==> config.mk <==
export PLATFORM = sky130hd
export DESIGN_NAME = sat_cnt
export DESIGN_NICKNAME = d
export VERILOG_FILES = /design/src/rtl/sat_cnt.sv
export SDC_FILE = /design/constraint.sdc
export NUM_CORES = 1
export LEC_CHECK = 0
export BUFFER_PORTS_ARGS = -buffer_cell sky130_fd_sc_hd__buf_2
export CAP_MARGIN = 20
export CORE_UTILIZATION = 33
export CTS_CLUSTER_DIAMETER = 50
export CTS_CLUSTER_SIZE = 40
export DETAILED_ROUTE_END_ITERATION = 10
export MAX_ROUTING_LAYER = met4
export SKIP_CTS_REPAIR_TIMING = 1
export SKIP_LAST_GASP = 1
export SLEW_MARGIN = 30
export SYNTH_ARGS = -nofsm -noshare
export SYNTH_HDL_FRONTEND = slang
export SYNTH_SLANG_ARGS = --single-unit
export TNS_END_PERCENT = 5
==> constraint.sdc <==
create_clock -name clk -period 1.11 [get_ports clk]
set_input_delay 0.1665 -clock clk [delete_from_list [all_inputs] [get_ports clk]]
set_output_delay 0.1665 -clock clk [all_outputs]
set_load 0.005 [all_outputs]
==> src/rtl/sat_cnt.sv <==
// Saturating up-counter with clear; clear together with increment yields 1.
// Counter value is registered; no backpressure.
module sat_cnt #(
  parameter int WIDTH = 8
) (
  input  logic             clk,
  input  logic             reset,
  input  logic             inc,
  input  logic             clr,
  output logic [WIDTH-1:0] cnt
);

  always_ff @(posedge clk) begin
    if (reset) begin
      cnt <= '0;
    end else if (clr) begin
      cnt <= inc ? WIDTH'(1) : '0;
    end else if (inc && (cnt != {WIDTH{1'b1}})) begin
      cnt <= cnt + WIDTH'(1);
    end
  end

endmodule

==> results of run 1 <==
cell families (layout without fill, tap and decap cells):
logic type               Yosys count  in the layout
adder cells (fa/ha/maj)            1              1
flip-flops                         8              8
AO/OA/AOI/OAI                     15             15
multiplexers                       3              3
AND/OR/NAND/NOR                   21             21
buffers and inverters              5             34
synthesized netlist by cell type, types with 2 or more instances:
master | n | share of area, %
and4_1 | 2 | 3.9
mux2i_1 | 3 | 6.8
o21ai_0 | 2 | 2.3
a31oi_1 | 4 | 5.6
nand3_1 | 2 | 2.3
inv_1 | 4 | 3.4
dfxtp_1 | 8 | 36
nand4_1 | 3 | 4.2
nand2_1 | 5 | 4.2
nor2_1 | 2 | 1.7
a21oi_1 | 4 | 4.5
per-layer routing:
| metal | GRT usage (%) | wire length [um] | up-vias |
|---|---|---|---|
| met4 | 10.3 | 19 | 0 |
| li1 | - | - | 269 |
| met3 | 3.47 | 57 | 4 |
| met2 | 28.3 | 619 | 20 |
| met1 | 25.6 | 628 | 249 |
| met5 | - | 0 | - |
final cells by class:
class                   instances  share of cell area [%]
multi-input cells              40                    46.2
repair buffers                 27                    23.5
flip-flops and latches          8                    22.9
clock buffers                   3                    3.03
well taps                      14                    2.35
inverters                       4                    2.02
layout by cell type, fill, tap and decap left out:
| master | instances |
|---|---|
| and3_4 | 2 |
| nand4_1 | 3 |
| a31o_4 | 1 |
| mux2i_1 | 3 |
| nor2_1 | 2 |
| o311ai_2 | 1 |
| buf_2 | 11 |
| and2_2 | 1 |
| a31oi_2 | 1 |
| dfxtp_1 | 4 |
| a21oi_1 | 4 |
| inv_1 | 4 |
| o41ai_2 | 1 |
| buf_4 | 16 |
| a31oi_4 | 1 |
| a211oi_1 | 1 |
| nand2_1 | 5 |
| and4_4 | 2 |
| nand2b_1 | 1 |
| nor2b_1 | 1 |
| ha_4 | 1 |
| dfxtp_2 | 2 |
| o21ai_0 | 2 |
| nand3_1 | 1 |
| nand3_2 | 1 |
| a2111oi_2 | 1 |
| nand4b_1 | 1 |
| dfxtp_4 | 2 |
| clkbuf_4 | 3 |
| a31oi_1 | 2 |
| nor4_1 | 1 |
critical path, delay by kind of cell (launching register included):
kind,cells,cell delay (ns)
AOI/OAI and AO/OA,2,0.39
adders and majority gates,1,0.17
DFF,1,0.36
and+or+nand+nor,1,0.16
path summary, 6_finish.rpt:
path | end | cells past startpoint | slack, ns | start
worst max-delay path | cnt[0] | 4 | -0.05 | cnt[0]
worst min-delay path | cnt[0] | 2 | 0.14 | reset
worst max register to register | cnt[0] | 4 | -0.05 | cnt[0]
worst min register to register | cnt[3] | 2 | 0.55 | cnt[3]
power groups by stage:
stage / logic (mW) / clock network (mW) / registers, mW
after detailed placement: 0.0591 / 0 / 0.304
after global placement: 0.0582 / 0 / 0.304
after floorplan: 0.0240 / 0 / 0.305
final: 0.0747 / 0.234 / 0.295
after global routing: 0.0803 / 0.256 / 0.295
after CTS: 0.0592 / 0.237 / 0.298
stage by stage:
stage                     cells  worst slack, ns
after floorplan              53          -0.0501
after global placement       93           -0.120
after detailed placement     93           -0.122
after CTS                    96           -0.132
after global routing         96          -0.0733
final                        96          -0.0498
==> impl_metrics.csv, run 1 <==
group,metric,value,unit
synth,synth-adder-area-share,2.82,%
synth,ys_seq_elements,8,
setup_path,critPathKind,"reg -> reg",
floorplanning,core,0.00117,mm2
floorplanning,rows,12,
final_layout,largest-register,"cnt",
final_layout,seq_area,170,um2
setup_path,cp-start-kind,"register",
synth,yosysWarnings,0,
setup_path,required,1.29,ns
floorplanning,start_util,37.9,%
cts,cts_buffers,3,
outcome,violations,"negative setup slack",
final_layout,nets,89,
cts,cts_max_level,1,
final_layout,areaGrowthSynthToFinish,67.6,%
placement,gp_congestion,0.907,
cts,clock_tree.buffer_depth,2,
pwr,combPwrFrac,12.4,%
synth,synth-xor-area-share,0,%
placement,place_area,646,um2
setup_path,path_cells,"ha_4 -> and4_4 -> a31o_4 -> a31oi_4",
setup_path,cp-end-kind,"register",
sta,tightest_slew,0.277,ns
placement,dp_hpwl,933,um
pwr,vdd_drop_max,742,uV
final_layout,multi_input_area,344,um2
cts,cts_root_buf,"clkbuf_4",
pwr,p_sw_share,25.1,%
floorplanning,boundaryPins,12,
sta,worst_slack,-0.0498,ns
sta,hold_viol_final,0,
sta,skew,0.00358,ns
sta,finalCritPeriodShare,104,%
global_route,grt_use_total,19.6,%
synth,synth_compound_area_share,22.3,%
synth,synth.avg_cell_area,8.38,um2
floorplanning,dieArea,0.00150,mm2
final_layout,final_area,744,um2
worst_hold_path,min_path_type,"in -> reg",
synth,synth_simple_gate_area_share,27.0,%
pwr,seqPwrFrac,48.9,%
setup_path,crit_arrival,1.34,ns
global_route,antenna_found_initial,0,
routing,viasPerCell,5.65,
pwr,p_clk_share,38.7,%
routing,ant_nets,0,
routing,routedWlPerCell,13.8,um
pwr,internal-power,452,uW
final_layout,final_util,63.6,%
sta,fin_setup_tns,-0.170,ns
routing,first_pass_iters,4,
routing,route.vias.total,542,
synth,ys_seq_area_share,36.1,%
synth,ys_types,25,
synth,syn-cell-area,444,um2
routing,drt_iter0_drc,17,
routing,wl,1320,um
pwr,power,603,uW
final_layout,diodes,0,
job,drv_cap,0,
global_route,grt_pass1_vias,447,
sta,slew_headroom,81.0,%
synth,muxShareOfSynthArea,6.76,%
floorplanning,die_x,38.7,um
floorplanning,fp.dieH,38.7,um
sta,fin_crit,1.16,ns
final_layout,largest_reg_flops,8,
routing,drc,0,
placement,portBuffers,11,
sta,whs,0.141,ns
cts,clk_latency,0.26,ns
synth,syn_inst,53,
final_layout,nFillCells,97,
synth,ys.flop_type,"dfxtp_1",
final_layout,drive_above_1_share,57.3,%
pwr,netSwitchingPower,151,uW
synth,synth_top_family_by_area,"simple AND/OR/NAND/NOR gates",
synth,ys_async_sr_fraction,0,%
global_route,grt_max_degree,9,
cts,path_clk_slew,0.06,ns
sta,rsz0062_at_grt,"true",
global_route,grt_pass1_wl,1950,um
synth,syn-num-nets,58,
setup_path,slowest_stage,"dfxtp_4",
setup_path,slowest_delay,0.36,ns
synth,synth_edf_count,0,
global_route,grt-ovfl-total,0,
setup_path,crit_fanout,5,
pwr,cellPowerDensity,810,mW/mm2
cts,cts_tree,"done",
sta,finalSetupViolCount,4,
sta,slew_violations,0,
sta,fmax,0.862,GHz
final_layout,top_regs,"cnt (8)",
pwr,power.leakage,0.320,nW
outcome,status,"complete, but fails checks",
cts,clock_sinks,8,
Note: power is estimated with default switching activity, not from simulation.
==> run 2: changes to the inputs <==
--- a/config.mk
+++ b/config.mk
@@ -6,8 +6,8 @@
 export NUM_CORES = 1
 export LEC_CHECK = 0
 export BUFFER_PORTS_ARGS = -buffer_cell sky130_fd_sc_hd__buf_2
-export CAP_MARGIN = 20
-export CORE_UTILIZATION = 33
+export CAP_MARGIN = 10
+export CORE_UTILIZATION = 32
 export CTS_CLUSTER_DIAMETER = 50
 export CTS_CLUSTER_SIZE = 40
 export DETAILED_ROUTE_END_ITERATION = 10
==> run 2 against run 1 <==
The flow still finishes with violations (negative setup slack). Flip-flop and latch count unchanged. Final cell count up 1.0%. Via count up 2.2%. Worst hold slack worse by 0.0077 ns. Routed wire length up 9.3%. Clock skew up 0.0012 ns. Final area down 1.3%. Die area up 3.0%. Clock power up 2%. Utilization down 7.1 points. First-iteration DRC count up 35%. Largest cell class unchanged.
==> impl_metrics.csv, run 2 (same netlist as run 1, synthesis figures left out) <==
group,metric,value,unit
setup_path,critPathKind,"reg -> reg",
setup_path,timing.critical_path.buf_inv,0,
sta,tightest_slew,0.225,ns
cts,cts_root_buf,"clkbuf_4",
final_layout,areaGrowthSynthToFinish,65.4,%
outcome,status,"complete, but fails checks",
setup_path,path_cells,"ha_4 -> and4_4 -> a31o_4 -> a31oi_1",
cts,clock_sinks,8,
setup_path,slowest_delay,0.36,ns
sta,finalSetupViolCount,6,
floorplanning,fp.dieH,39.3,um
placement,dp_hpwl,1050,um
final_layout,drive_above_1_share,53.7,%
routing,routedWlPerCell,14.9,um
floorplanning,die_x,39.3,um
setup_path,crit_fanout,6,
pwr,power.leakage,0.320,nW
placement,portBuffers,11,
job,drv_cap,0,
setup_path,cp-end-kind,"register",
cts,clk_latency,0.26,ns
floorplanning,boundaryPins,12,
final_layout,nets,89,
cts,cts_tree,"done",
sta,slew_headroom,84.7,%
final_layout,largest-register,"cnt",
placement,dpl.cell_count,94,
cts,clock_tree.buffer_depth,2,
routing,drc,0,
final_layout,largest_reg_flops,8,
final_layout,seq_area,169,um2
pwr,power,601,uW
pwr,vdd_drop_max,449,uV
routing,route.vias.total,554,
sta,worst_slack,-0.0973,ns
routing,wl,1450,um
routing,first_pass_iters,4,
global_route,antenna_found_initial,0,
outcome,violations,"negative setup slack",
setup_path,cp-start-kind,"register",
global_route,grt_use_total,21.2,%
floorplanning,dieArea,0.00154,mm2
setup_path,required,1.28,ns
final_layout,top_regs,"cnt (8)",
sta,rsz0062_at_grt,"true",
final_layout,diodes,0,
final_layout,multi_input_area,334,um2
global_route,grt_pass1_wl,2050,um
cts,cts_max_level,1,
worst_hold_path,min_path_type,"in -> reg",
placement,gp_congestion,0.888,
setup_path,slowest_stage,"dfxtp_4",
sta,slew_violations,0,
routing,viasPerCell,5.71,
sta,hold_viol_final,0,
setup_path,cp_top_family,"compound AO/OA/AOI/OAI gates",
sta,fin_setup_tns,-0.240,ns
floorplanning,rows,13,
global_route,grt_pass1_vias,465,
setup_path,crit_arrival,1.38,ns
cts,cts_buffers,3,
routing,drt_iter0_drc,23,
floorplanning,start_util,34.1,%
pwr,cellPowerDensity,819,mW/mm2
final_layout,final_util,56.4,%
cts,path_clk_slew,0.06,ns
final_layout,final_common_cell,"buf_4",
global_route,grt-ovfl-total,0,
sta,fmax,0.828,GHz
final_layout,layout.cells.non_filler,97,
sta,fin_crit,1.21,ns
final_layout,nFillCells,119,
floorplanning,core,0.00130,mm2
placement,place_ws,-0.104,ns
global_route,grt_max_degree,9,
final_layout,layout_common_cells,"16 x buf_4, 11 x buf_2, 5 x nand2_1, 5 x dfxtp_1",
sta,skew,0.00481,ns
placement,place_area,647,um2
sta,finalCritPeriodShare,109,%
routing,ant_nets,0,
sta,whs,0.134,ns
final_layout,final_area,734,um2
[run 2: layout make-up]
| cell class | count | share of cell area, % |
|---|---|---|
| Multi-Input combinational cell | 40 | 45.5 |
| Timing Repair Buffer | 27 | 23.9 |
| Sequential cell | 8 | 23.0 |
| Clock buffer | 3 | 3.07 |
| Inverter | 4 | 2.04 |
| Tap cell | 15 | 2.56 |
[run 2: power by group]
group | internal (mW) | total, mW | switching (mW)
logic | 0.0355 | 0.0674 | 0.0319
registers | 0.290 | 0.296 | 0.00661
clock network | 0.125 | 0.238 | 0.113
total | 0.450 | 0.601 | 0.152
[run 2: path summary, 6_finish.rpt]
kind	startpoint	end	slack (ns)	cells after the start
max reg2reg	cnt[0]	cnt[0]	-0.1	4
min reg2reg	cnt[3]	cnt[3]	0.57	2
min	reset	cnt[0]	0.13	2
max	cnt[0]	cnt[0]	-0.1	4
[run 2: routing by layer]
metal | GRT usage [%] | part of all wire [%]
met1 | 27.2 | 46
met2 | 32.5 | 47
met5 | - | 0
met3 | 3.41 | 5.0
met4 | 10.3 | 1.7
==> run 3: changes to the inputs <==
==> constraint.sdc (replaced) <==
create_clock -name clk -period 1.3 [get_ports clk]
set_input_delay 0.195 -clock clk [delete_from_list [all_inputs] [get_ports clk]]
set_output_delay 0.195 -clock clk [all_outputs]
set_load 0.005 [all_outputs]
==> run 3 against run 2 <==
The flow now finishes without violations. Final area down 15%. Worst hold slack better by 0.015 ns. Largest cell class unchanged. Critical path depth unchanged. Total power down 17%. Largest power group unchanged. Final cell count down 7.2%. Via count down 7.2%. Non-clock buffer count down 7. Count of clock-buffer cells in the layout unchanged. First-iteration DRC count down 48%.
==> impl_metrics.csv, run 3 (same netlist as run 1, synthesis figures left out) <==
group,metric,value,unit
routing,ant_nets,0,
setup_path,cp-start-kind,"register",
final_layout,areaGrowthSynthToFinish,40.0,%
global_route,grt_pass1_vias,408,
pwr,vdd_drop_max,418,uV
placement,portBuffers,11,
sta,slew_violations,0,
routing,viasPerCell,5.71,
setup_path,path_cells,"ha_2 -> and4_1 -> a31oi_2 -> mux2i_1",
sta,fin_crit,1.29,ns
setup_path,crit_cells,4,
sta,rsz0062_at_grt,"true",
final_layout,layout.cells.non_filler,90,
setup_path,slowest_delay,0.34,ns
sta,finalCritPeriodShare,99.4,%
final_layout,layout_common_cells,"11 x buf_2, 9 x buf_4, 8 x dfxtp_1",
placement,dp_hpwl,873,um
cts,clock_sinks,8,
cts,clk_latency,0.26,ns
global_route,grt_use_total,17.8,%
final_layout,final_area,622,um2
setup_path,ff2ff_path_depth,4,
final_layout,largest-register,"cnt",
floorplanning,boundaryPins,12,
floorplanning,start_util,34.1,%
sta,fmax,0.774,GHz
final_layout,nFillCells,137,
final_layout,final_common_cell,"buf_2",
setup_path,timing.rr.start,"cnt[1]",
floorplanning,fp.dieH,39.3,um
final_layout,final_util,47.8,%
outcome,status,"finished clean",
floorplanning,die_x,39.3,um
final_layout,drive_above_1_share,38.7,%
setup_path,r2r-end,"cnt[1]",
sta,tightest_slew,0.292,ns
global_route,antenna_found_initial,0,
routing,wl,1150,um
sta,whs,0.149,ns
cts,clock_tree.buffer_depth,2,
pwr,power,502,uW
final_layout,multi_input_area,283,um2
placement,place_area,578,um2
cts,cts_buffers,3,
final_layout,diodes,0,
placement,dpl.cell_count,87,
setup_path,crit_arrival,1.48,ns
setup_path,critPathKind,"reg -> reg",
pwr,cellPowerDensity,807,mW/mm2
worst_hold_path,min_path_type,"in -> reg",
setup_path,startpoint,"cnt[1]",
routing,drt_iter0_drc,12,
setup_path,required,1.49,ns
sta,skew,0.00127,ns
final_layout,top_regs,"cnt (8)",
routing,routedWlPerCell,12.8,um
floorplanning,rows,13,
final_layout,largest_reg_flops,8,
worst_hold_path,holdPathStages,2,
floorplanning,core,0.00130,mm2
setup_path,cp-end-kind,"register",
global_route,grt_pass1_wl,1760,um
cts,path_clk_slew,0.06,ns
setup_path,worstSetupEndpoint,"cnt[1]",
setup_path,cp_top_family,"flip-flops",
floorplanning,dieArea,0.00154,mm2
final_layout,nets,82,
cts,cts_max_level,1,
setup_path,timing.critical_path.buf_inv,0,
routing,first_pass_iters,4,
setup_path,slowest_stage,"dfxtp_1",
setup_path,rrSetupSlack,0.008,ns
setup_path,crit_fanout,7,
global_route,grt-ovfl-total,0,
final_layout,seq_area,160,um2
job,drv_cap,0,
sta,hold_viol_final,0,
placement,gp_congestion,0.897,
cts,cts_tree,"done",
routing,route.vias.total,514,
cts,cts_root_buf,"clkbuf_4",
global_route,grt_max_degree,9,
sta,finalSetupViolCount,0,
sta,slew_headroom,80.4,%
routing,drc,0,
pwr,power.leakage,0.277,nW
run 3: power breakdown:
| group | switching (mW) | total [mW] | leakage (nW) | internal, mW |
|---|---|---|---|---|
| Sequential | 0.00272 | 0.251 | 0.0648 | 0.249 |
| Clock | 0.0963 | 0.203 | 0.0138 | 0.106 |
| Combinational | 0.0242 | 0.0476 | 0.199 | 0.0235 |
| Total | 0.123 | 0.502 | 0.277 | 0.379 |
run 3: worst min path at each step:
| stage | start | end | slack (ns) |
|---|---|---|---|
| floorplan | reset | cnt[0] | 0.26 |
| global placement | reset | cnt[0] | 0.41 |
| detailed placement | reset | cnt[0] | 0.41 |
| CTS | reset | cnt[0] | 0.14 |
| global route | reset | cnt[0] | 0.15 |
| finish | reset | cnt[0] | 0.15 |
run 3: worst reg2reg max path, cell delays in order, from the launching register on:
cell and delay, ns:
dfxtp_1 0.34, ha_2 0.22, and4_1 0.25, a31oi_2 0.22, mux2i_1 0.20
run 3: area by class of cell:
| class | instances | share of cell area (%) |
|---|---|---|
| clock buffers | 3 | 3.62 |
| multi-input cells | 40 | 45.5 |
| well taps | 15 | 3.02 |
| repair buffers | 20 | 19.7 |
| inverters | 4 | 2.41 |
| flip-flops and latches | 8 | 25.8 |
run 3: per-layer routing:
layer / GRT usage, % / part of all wire [%] / vias up
met1: 22.6 / 43 / 235
met4: 10.3 / 1.2 / 0
li1: - / - / 251
met3: 3.41 / 5.8 / 4
met5: - / 0 / -
met2: 26.3 / 49 / 24
run 3: stage by stage:
step                setup slack [ns]  TNS [ns]
floorplan                     0.0457         0
global placement              0.0190         0
detailed placement           -0.0318   -0.0444
CTS                          -0.0529   -0.0817
global route                 -0.0665    -0.206
finish                       0.00782         0
